### config.mk
export PLATFORM = sky130hd
export DESIGN_NAME = instr_fetch_queue_flat
export DESIGN_NICKNAME = d
export VERILOG_FILES = /design/src/rtl/instr_fetch_queue_pkg.sv /design/src/rtl/instr_fetch_queue_if.sv /design/src/rtl/instr_fetch_queue_fifo.sv /design/src/rtl/instr_fetch_queue.sv /design/src/flat_wrapper.sv
export SDC_FILE = /design/constraint.sdc
export NUM_CORES = 1
export LEC_CHECK = 0
export ABC_CLOCK_PERIOD_IN_PS = 9750
export BUFFER_PORTS_ARGS = -buffer_cell sky130_fd_sc_hd__buf_2
export CAP_MARGIN = 20
export CORE_AREA = 2 2 147 149
export DETAILED_ROUTE_END_ITERATION = 7
export DIE_AREA = 0 0 149 151
export PLACE_DENSITY = 0.87
export SLEW_MARGIN = 20
export SYNTH_ARGS = -nofsm -noshare
export SYNTH_HDL_FRONTEND = slang
export SYNTH_SLANG_ARGS = --single-unit
### constraint.sdc
create_clock -name clk -period 9.75 [get_ports clk]
set_clock_uncertainty 0.1 [all_clocks]
set_input_delay 0.975 -clock clk [delete_from_list [all_inputs] [get_ports clk]]
set_output_delay 0.975 -clock clk [all_outputs]
set_load 0.05 [all_outputs]
### src/rtl/instr_fetch_queue_pkg.sv
// Shared core-pipeline definitions used by the fetch queue and its FIFO.
package instr_fetch_queue_pkg;

    localparam int XLEN = 32;
    localparam logic [XLEN-1:0] DEFAULT_RESET_PC = 32'h0000_0000;

    typedef struct packed {
        logic [XLEN-1:0] pc;
        logic [XLEN-1:0] instr;
    } fetch_entry_t;

endpackage

### src/rtl/instr_fetch_queue_if.sv
// Bundles the fetch control, instruction-memory, redirect and decode-side signals of the fetch queue.
interface instr_fetch_queue_if #(
    parameter int DEPTH = 4
) ();

    logic                       fetch_en;
    logic                       imem_req;
    logic [31:0]                imem_addr;
    logic [31:0]                imem_rdata;
    logic                       redirect_valid;
    logic [31:0]                redirect_pc;
    logic                       id_valid;
    logic [31:0]                id_instr;
    logic [31:0]                id_pc;
    logic                       id_ready;
    logic [$clog2(DEPTH+1)-1:0] q_count;

    modport master (
        input  fetch_en, imem_rdata, redirect_valid, redirect_pc, id_ready,
        output imem_req, imem_addr, id_valid, id_instr, id_pc, q_count
    );

    modport slave (
        output fetch_en, imem_rdata, redirect_valid, redirect_pc, id_ready,
        input  imem_req, imem_addr, id_valid, id_instr, id_pc, q_count
    );

endinterface

### src/rtl/instr_fetch_queue_fifo.sv
// Synchronous DEPTH-entry FIFO of fetch entries; flush clears it in one cycle.
module ifq_fifo
    import instr_fetch_queue_pkg::*;
#(
    parameter int DEPTH = 4
) (
    input  logic                       clk,
    input  logic                       rst,
    input  logic                       flush,
    input  logic                       push,
    input  fetch_entry_t               push_data,
    input  logic                       pop,
    output fetch_entry_t               head,
    output logic [$clog2(DEPTH+1)-1:0] count
);

    localparam int AW = $clog2(DEPTH);
    localparam int CW = $clog2(DEPTH+1);

    fetch_entry_t   mem [DEPTH];
    logic [AW-1:0]  wptr;
    logic [AW-1:0]  rptr;
    logic           do_push;
    logic           do_pop;

    assign do_pop  = pop & (count != '0);
    assign do_push = push & ((count != CW'(DEPTH)) | do_pop);

    // DEPTH is a power of two, so the pointers wrap naturally.
    always_ff @(posedge clk) begin
        if (rst || flush) begin
            wptr  <= '0;
            rptr  <= '0;
            count <= '0;
        end else begin
            if (do_push) wptr <= wptr + 1'b1;
            if (do_pop)  rptr <= rptr + 1'b1;
            count <= count + CW'(do_push) - CW'(do_pop);
        end
    end

    always_ff @(posedge clk) begin
        if (do_push) mem[wptr] <= push_data;
    end

    assign head = (count != '0) ? mem[rptr] : '0;

endmodule

### src/rtl/instr_fetch_queue.sv
// Owns the PC, issues word fetches to a sync-read imem and buffers returned instructions for decode.
module instr_fetch_queue
    import instr_fetch_queue_pkg::*;
#(
    parameter int              DEPTH    = 4,
    parameter logic [XLEN-1:0] RESET_PC = DEFAULT_RESET_PC
) (
    input  logic                clk,
    input  logic                rst,
    instr_fetch_queue_if.master bus
);

    localparam int CW = $clog2(DEPTH+1);
    localparam logic [CW:0] DEPTH_C = (CW+1)'(DEPTH);

    logic [XLEN-1:0] pc_q;
    logic [XLEN-1:0] infl_pc;
    logic            infl_valid;
    logic [CW-1:0]   count;
    logic [CW:0]     credit;
    logic            push;
    logic            pop;
    fetch_entry_t    push_entry;
    fetch_entry_t    head;

    // The in-flight word is counted as occupied, so a granted request always has a free slot.
    assign credit       = {1'b0, count} + {{CW{1'b0}}, infl_valid};
    assign bus.imem_req = bus.fetch_en & ~rst & ~bus.redirect_valid & (credit < DEPTH_C);
    assign bus.imem_addr = pc_q;

    assign push             = infl_valid & ~bus.redirect_valid & ~rst;
    assign push_entry.pc    = infl_pc;
    assign push_entry.instr = bus.imem_rdata;

    assign bus.id_valid = (count != '0) & ~bus.redirect_valid & ~rst;
    assign pop          = bus.id_valid & bus.id_ready;
    assign bus.id_instr = head.instr;
    assign bus.id_pc    = head.pc;
    assign bus.q_count  = rst ? '0 : count;

    always_ff @(posedge clk) begin
        if (rst) begin
            pc_q       <= RESET_PC;
            infl_valid <= 1'b0;
            infl_pc    <= '0;
        end else if (bus.redirect_valid) begin
            pc_q       <= bus.redirect_pc & ~32'd3;
            infl_valid <= 1'b0;
        end else begin
            infl_valid <= bus.imem_req;
            if (bus.imem_req) begin
                pc_q    <= pc_q + 32'd4;
                infl_pc <= pc_q;
            end
        end
    end

    ifq_fifo #(
        .DEPTH(DEPTH)
    ) u_fifo (
        .clk       (clk),
        .rst       (rst),
        .flush     (bus.redirect_valid),
        .push      (push),
        .push_data (push_entry),
        .pop       (pop),
        .head      (head),
        .count     (count)
    );

endmodule
### src/flat_wrapper.sv
// flat-port wrapper written by rule: the top's interface ports become plain ports
module instr_fetch_queue_flat import instr_fetch_queue_pkg::*;
#(
    parameter int              DEPTH    = 4,
    parameter logic [XLEN-1:0] RESET_PC = DEFAULT_RESET_PC
)
  (clk, rst, bus_fetch_en, bus_imem_rdata, bus_redirect_valid, bus_redirect_pc, bus_id_ready, bus_imem_req, bus_imem_addr, bus_id_valid, bus_id_instr, bus_id_pc, bus_q_count);
  instr_fetch_queue_if #(.DEPTH(DEPTH)) bus_i ();
  input  logic clk;
  input  logic rst;
  input wire logic [$bits(bus_i.fetch_en)-1:0] bus_fetch_en;
  input wire logic [$bits(bus_i.imem_rdata)-1:0] bus_imem_rdata;
  input wire logic [$bits(bus_i.redirect_valid)-1:0] bus_redirect_valid;
  input wire logic [$bits(bus_i.redirect_pc)-1:0] bus_redirect_pc;
  input wire logic [$bits(bus_i.id_ready)-1:0] bus_id_ready;
  output wire logic [$bits(bus_i.imem_req)-1:0] bus_imem_req;
  output wire logic [$bits(bus_i.imem_addr)-1:0] bus_imem_addr;
  output wire logic [$bits(bus_i.id_valid)-1:0] bus_id_valid;
  output wire logic [$bits(bus_i.id_instr)-1:0] bus_id_instr;
  output wire logic [$bits(bus_i.id_pc)-1:0] bus_id_pc;
  output wire logic [$bits(bus_i.q_count)-1:0] bus_q_count;
  assign bus_i.fetch_en = bus_fetch_en;
  assign bus_i.imem_rdata = bus_imem_rdata;
  assign bus_i.redirect_valid = bus_redirect_valid;
  assign bus_i.redirect_pc = bus_redirect_pc;
  assign bus_i.id_ready = bus_id_ready;
  assign bus_imem_req = bus_i.imem_req;
  assign bus_imem_addr = bus_i.imem_addr;
  assign bus_id_valid = bus_i.id_valid;
  assign bus_id_instr = bus_i.id_instr;
  assign bus_id_pc = bus_i.id_pc;
  assign bus_q_count = bus_i.q_count;
  instr_fetch_queue #(.DEPTH(DEPTH), .RESET_PC(RESET_PC)) u_core (.clk(clk), .rst(rst), .bus(bus_i));
endmodule
==> results.toml, run 1 <==
[power]
power.switching_mw = 0.571
intPower_mw = 2.13
leakage_nw = 5.17
vdd_ir_drop_max_mv = 0.144
pwr-share-comb_pct = 4.1
swShare_pct = 21.1
p_seq_share_pct = 55.0
p_per_area_mw_per_mm2 = 185
power_frac_clock_pct = 40.9

[cells_and_area]
nFillCells = 1346
drive_gt1_share_pct = 29.1
final_core_util_pct = 70.4
areaGrowthSynthToFinish_pct = 15.4
nNetsFinal = 1045
antennaDiodeCount = 0
final_area_mm2 = 0.0147

[worst_setup_path]
cp-end-kind = "output port"
startpoint_type = "flop"
worstSetupPathType = "flop to output port"
cp_max_fo = 32
cp.required_ns = 8.68
arrival_ns = 3.46

[synth]
synth_top_area_share_pct = 58.7
synth_cell_type_count = 49
synth.area.top_cells = "edfxtp_1, dfxtp_1, mux4_2"
ys_ff_latch = 318
synth_area_mm2 = 0.0127
synth_top_area_cell = "edfxtp_1"
synth_most_common_cell = "edfxtp_1"
synth_area_per_cell_um2 = 15.6
yosysSeqAreaShare_pct = 69.7
syn_inst = 813
async_flop_share_pct = 0
synthFlopType = "edfxtp_1"
synth_edf_count = 248
synth_top_cells_by_count = "edfxtp_1, nand2_1, and2_1, dfxtp_1, mux4_2"
yosysWarnings = 0

[floorplan]
fp.dieH_um = 151
die_x_um = 149
num_rows = 53
design.core.area_mm2 = 0.0208
fp.dieArea_mm2 = 0.0225
ios = 170
start_util_pct = 60.9

[sta]
tightest_slew_ns = 0.997
slew_headroom_pct = 33.5
finalCritPeriodShare_pct = 46.5
finalHoldViolCount = 0
rsz0062_at_grt = "no"
period_needed_ns = 4.54
setup_ws_ns = 5.21
fmaxAchievable_mhz = 220
fin_setup_tns_ns = 0
setup_violations = 0
slew_viol_final = 0

[global_routing]
grt_util_all_layers_pct = 22.8
grt_pass1_wl_um = 39800
grt_max_degree = 66
grt_pass1_vias = 7376
antenna_found_initial = 0
grt-ovfl-total = 0

[clocking]
cts_repair_resize_count = 0
cts_hold_buf = 0
clock_sinks = 318
cts_setup_buffers = 0
cts_made_buffers = 31
tritoncts = "done"
clock_path_buffers = 3
htree_levels = 1
worstSkewPairLatency_ns = 0.54
root_buffer = "clkbuf_16"
cts.clk_slew.worst_paths_ns = 0.06

[drt]
ant_nets = 0
remaining_drc_errors = 0
wire_per_inst_um = 20.2
vias_per_cell = 5.94
drt_iter0_drc = 605
first_pass_iters = 5
wl_um = 25600
vias = 7518

[placement]
dp_hpwl_um = 14500
placedInstanceArea_mm2 = 0.0137
pre_cts_ws_ns = 5.48
port_buffers = 163
gp_congestion = 0.838

[job]
drv_cap = 0

[worst_hold_path]
hold_class = "flop to flop"

[run_status]
status = "completed"
## layer usage
metal	global-route usage, %	part of all wire [%]	vias to the layer above
li1	-	-	3405
met3	3.77	7.4	32
met2	37.5	49	338
met4	6.52	1.7	0
met1	32.1	42	3743
met5	0	0	-
## sequential cells by signal (all words and copies together) (netlist names), named ones only
signal	flops
u_core.bus.imem_addr	30
u_core.infl_pc	30
u_core.infl_valid	1
u_core.u_fifo.count	3
u_core.u_fifo.mem	248
u_core.u_fifo.rptr	2
u_core.u_fifo.wptr	2
## power groups by stage
stage	Sequential [mW]	Combinational, mW	Clock, mW
2_1_floorplan	1.54	0.0449	0
3_3_place_gp	1.51	0.108	0
3_5_place_dp	1.51	0.110	0
4_1_cts	1.49	0.111	1.12
5_1_grt	1.49	0.119	1.17
6_report	1.49	0.111	1.10
## placed cells by master (no fill, tap or decap), drive strengths merged, types with 3 or more instances in the layout
| cell type | count |
|---|---|
| edfxtp | 248 |
| buf | 168 |
| nand2 | 79 |
| dfxtp | 70 |
| and2 | 70 |
| mux4 | 62 |
| clkbuf | 45 |
| nor2 | 37 |
| a21oi | 33 |
| nand4 | 22 |
| a211oi | 19 |
| xor2 | 18 |
| nand3 | 16 |
| inv | 16 |
| clkinv | 10 |
| ha | 8 |
| nor3 | 7 |
| xnor2 | 7 |
| nor4 | 7 |
| or4 | 6 |
| and3 | 5 |
| conb | 4 |
| nor2b | 3 |
| o31ai | 3 |
| o211ai | 3 |
| a31oi | 3 |
| or3 | 3 |
## cells by family after synthesis
logic type	Yosys count	share of synthesized area, %
buffers and inverters	65	2.12
muxes	63	11.1
other	1	0.0295
xor gates and xnor gates	25	1.73
adders and majority gates	9	0.947
DFF	318	69.7
AOI/OAI and AO/OA	72	3.65
and+or+nand+nor	260	10.7
## critical path: stages (launching register included)
cell	delay (ns)
dfxtp_1	0.38
ha_1	0.24
and4b_1	0.28
a211o_1	0.66
nand3_1	0.19
inv_1	0.76
buf_2	0.41
## metrics by stage
stage / std cells / power, mW / hold WS, ns
finish: 1266 / 2.70 / 0.407
CTS: 1266 / 2.72 / 0.404
global route: 1266 / 2.78 / 0.429
floorplan: 816 / 1.58 / 0.360
detailed placement: 1209 / 1.62 / 0.385
global placement: 1209 / 1.62 / 0.376
## final timing paths
path                          startpoint           endpoint  slack, ns  cells after the start
hold reg to reg        u_core.infl_pc[9]  u_core.infl_pc[9]       0.41                      2
setup reg to reg  u_core.u_fifo.count[1]  u_core.infl_pc[4]       6.70                      7
hold / removal         u_core.infl_pc[9]  u_core.infl_pc[9]       0.41                      2
setup / recovery  u_core.u_fifo.count[1]       bus_imem_req       5.21                      6
## cell type report
cell class	instances	area, um^2	area share, %
timing repair buffer	168	853	5.82
tap	275	344	2.35
sequential	318	8850	60.4
inverter	15	56.3	0.384
clock buffer	45	858	5.86
multi-input combinational	433	3600	24.6
clock inverter	12	85.1	0.581
Power figures use the tool's default switching activity.
==> inputs of run 2 (changes only) <==
--- a/config.mk
+++ b/config.mk
@@ -5,13 +5,14 @@
 export SDC_FILE = /design/constraint.sdc
 export NUM_CORES = 1
 export LEC_CHECK = 0
-export ABC_CLOCK_PERIOD_IN_PS = 9750
+export ABC_AREA = 1
+export ABC_CLOCK_PERIOD_IN_PS = 3630
 export BUFFER_PORTS_ARGS = -buffer_cell sky130_fd_sc_hd__buf_2
 export CAP_MARGIN = 20
-export CORE_AREA = 2 2 147 149
+export CORE_AREA = 2 2 163 165
 export DETAILED_ROUTE_END_ITERATION = 7
-export DIE_AREA = 0 0 149 151
-export PLACE_DENSITY = 0.87
+export DIE_AREA = 0 0 165 167
+export PLACE_DENSITY = 0.78
 export SLEW_MARGIN = 20
 export SYNTH_ARGS = -nofsm -noshare
 export SYNTH_HDL_FRONTEND = slang
==> constraint.sdc (replaced) <==
create_clock -name clk -period 3.63 [get_ports clk]
set_clock_uncertainty 0.1 [all_clocks]
set_input_delay 0.363 -clock clk [delete_from_list [all_inputs] [get_ports clk]]
set_output_delay 0.363 -clock clk [all_outputs]
set_load 0.05 [all_outputs]
==> run 2 against run 1 <==
Against the previous run: sequential power grew to 2.7 times the previous value; largest cell class unchanged; worst hold slack got worse by 0.37 ns; setup slack worse by 4.7 ns; utilization decreased by 9.2 points; critical endpoint is now bus_id_instr[21]; flip-flop and latch count is the same; highest routed layer unchanged; area after synthesis increased by 4.0%; non-clock buffer count grew 44; synthesized cell count increased by 59%; clock-buffer cell count fell by 5; global-route usage decreased by 1.3 points.
==> results.toml, run 2 <==
[clocking]
htree_levels = 2
cts.clk_slew.worst_paths_ns = 0.06
clock_sinks = 318
cts_setup_buffers = 0
clock_path_buffers = 3
cts_made_buffers = 34
root_buffer = "clkbuf_16"
worstSkewPairLatency_ns = 0.50
cts_repair_resize_count = 0
tritoncts = "done"
cts_hold_buf = 32

[worst_setup_path]
slowest_delay_ns = 0.53
startpoint_type = "flop"
path_cells = "inv_2 > buf_4 > o21ai_0 > a21oi_1 > buf_2"
cp.required_ns = 3.17
cp_slowest_cell = "inv_2"
r2r_start = "u_core.u_fifo.count[1]"
arrival_ns = 2.65
reg2reg_slack_ns = 1.33
reg2reg_depth = 6
cp-end-kind = "output port"
cp_max_fo = 42
worstSetupPathType = "flop to output port"
r2r-end = "u_core.u_fifo.mem[0][41]"

[drt]
first_pass_iters = 5
ant_nets = 0
remaining_drc_errors = 0
vias_per_cell = 5.31
drt_iter0_drc = 808
wl_um = 29900
vias = 9695
wire_per_inst_um = 16.4

[sta]
whs_ns = 0.0387
setup_violations = 0
fin_setup_tns_ns = 0
rsz0062_at_grt = "no"
slew_viol_final = 0
finalCritPeriodShare_pct = 85.8
fmaxAchievable_mhz = 321
slew_headroom_pct = 44.9
tightest_slew_ns = 0.826
period_needed_ns = 3.12
finalHoldViolCount = 0

[synth]
synth_top_cells_by_count = "nor2_1, edfxtp_1, nand2_1"
async_flop_share_pct = 0
synth_top_area_cell = "edfxtp_1"
synth_cell_type_count = 30
synth_top_area_share_pct = 56.4
synth_most_common_cell = "nor2_1"
syn_inst = 1295
synthFlopType = "edfxtp_1"
synth_area_mm2 = 0.0132
yosysWarnings = 0
yosysSeqAreaShare_pct = 67.0
synth_edf_count = 248
ys_ff_latch = 318
synth_area_per_cell_um2 = 10.2
synth.area.top_cells = "edfxtp_1, dfxtp_1, nor2_1"

[worst_hold_path]
worstHoldStart = "bus_redirect_pc[4]"
hold_depth = 3
min_to = "u_core.bus.imem_addr[4]"
hold_class = "input pin to flop"

[floorplan]
fp.dieArea_mm2 = 0.0276
die_x_um = 165
design.core.area_mm2 = 0.0258
fp.dieH_um = 167
num_rows = 59
ios = 170
start_util_pct = 51.2

[global_routing]
grt_pass1_wl_um = 46600
grt_max_degree = 63
grt_util_all_layers_pct = 21.5
grt-ovfl-total = 0
antenna_found_initial = 0
grt_pass1_vias = 9307

[cells_and_area]
final_cell_mix = "nor2_1, edfxtp_1, nand2_1"
antennaDiodeCount = 0
largest_register_ffs = 248
drive_gt1_share_pct = 16.6
areaGrowthSynthToFinish_pct = 19.3
largest-register = "u_core.u_fifo.mem"
nNetsFinal = 1551
fin_cells = 1827
final_common_cell = "nor2_1"

[power]
power_frac_clock_pct = 43.3
power.switching_mw = 1.65
leakage_nw = 6.07
pwr-share-comb_pct = 4.6
intPower_mw = 6.05
p_per_area_mw_per_mm2 = 488
swShare_pct = 21.4
p_seq_share_pct = 52.1
vdd_ir_drop_max_mv = 0.320

[placement]
dpl.cell_count = 1740
gp_congestion = 0.925
port_buffers = 163
dp_hpwl_um = 17300

[job]
drv_cap = 0

[run_status]
status = "completed"
[run 2: area by class of cell]
class	instances	area, um^2
fillers	2024	10000
flip-flops and latches	318	8850
multi-input cells	841	3800
repair buffers	212	1350
clock buffers	40	936
well taps	335	419
inverters	66	248
clock inverters	15	139
[run 2: cell families after synthesis]
| logic type | share of synthesized area (%) |
|---|---|
| DFF | 67.0 |
| and+or+nand+nor | 16.4 |
| AOI/OAI and AO/OA | 10.4 |
| adders and majority gates | 0.910 |
| other | 0.0284 |
| xor gates and xnor gates | 0.796 |
| buffers and inverters | 4.51 |
[run 2: critical path: cells and delay by family, from the launching register on]
family / cells / cell delay, ns
buffers and inverters: 3 / 1.24
flip-flops: 1 / 0.48
AO/OA/AOI/OAI: 2 / 0.40
[run 2: through the flow]
stage / instance area [um^2] / power, mW / setup slack [ns] / util [%]
CTS: 15700 / 7.74 / 0.526 / 61.1
floorplan: 13200 / 4.29 / -0.499 / -
detailed placement: 14400 / 4.40 / 0.966 / 55.7
global route: 15700 / 7.93 / 0.369 / 61.1
global placement: 14400 / 4.39 / 0.991 / 55.7
finish: 15700 / 7.69 / 0.515 / 61.1
[run 2: worst max path at each step]
stage,cells past startpoint,to,from
after floorplan,5,u_core.u_fifo.mem[0][0],bus_redirect_valid
after global placement,8,u_core.u_fifo.mem[0][30],bus_redirect_valid
after detailed placement,13,u_core.u_fifo.count[2],bus_redirect_valid
after CTS,5,bus_id_pc[27],flop
after global routing,5,bus_id_instr[21],flop
final,5,bus_id_instr[21],flop
[run 2: power by group through the flow]
stage               Combinational (mW)  Clock, mW  Sequential [mW]
global route                     0.380       3.53             4.01
finish                           0.350       3.33             4.01
CTS                              0.348       3.38             4.01
global placement                 0.310          0             4.08
detailed placement               0.317          0             4.08
floorplan                        0.151          0             4.14
[run 2: metal layers]
metal | wire length (um) | vias to the layer above | global-route usage [%]
met2 | 14100 | 383 | 35.2
met4 | 925 | 0 | 8.39
li1 | - | 4742 | -
met1 | 12500 | 4500 | 28.2
met5 | 0 | - | 0
met3 | 2410 | 70 | 4.16
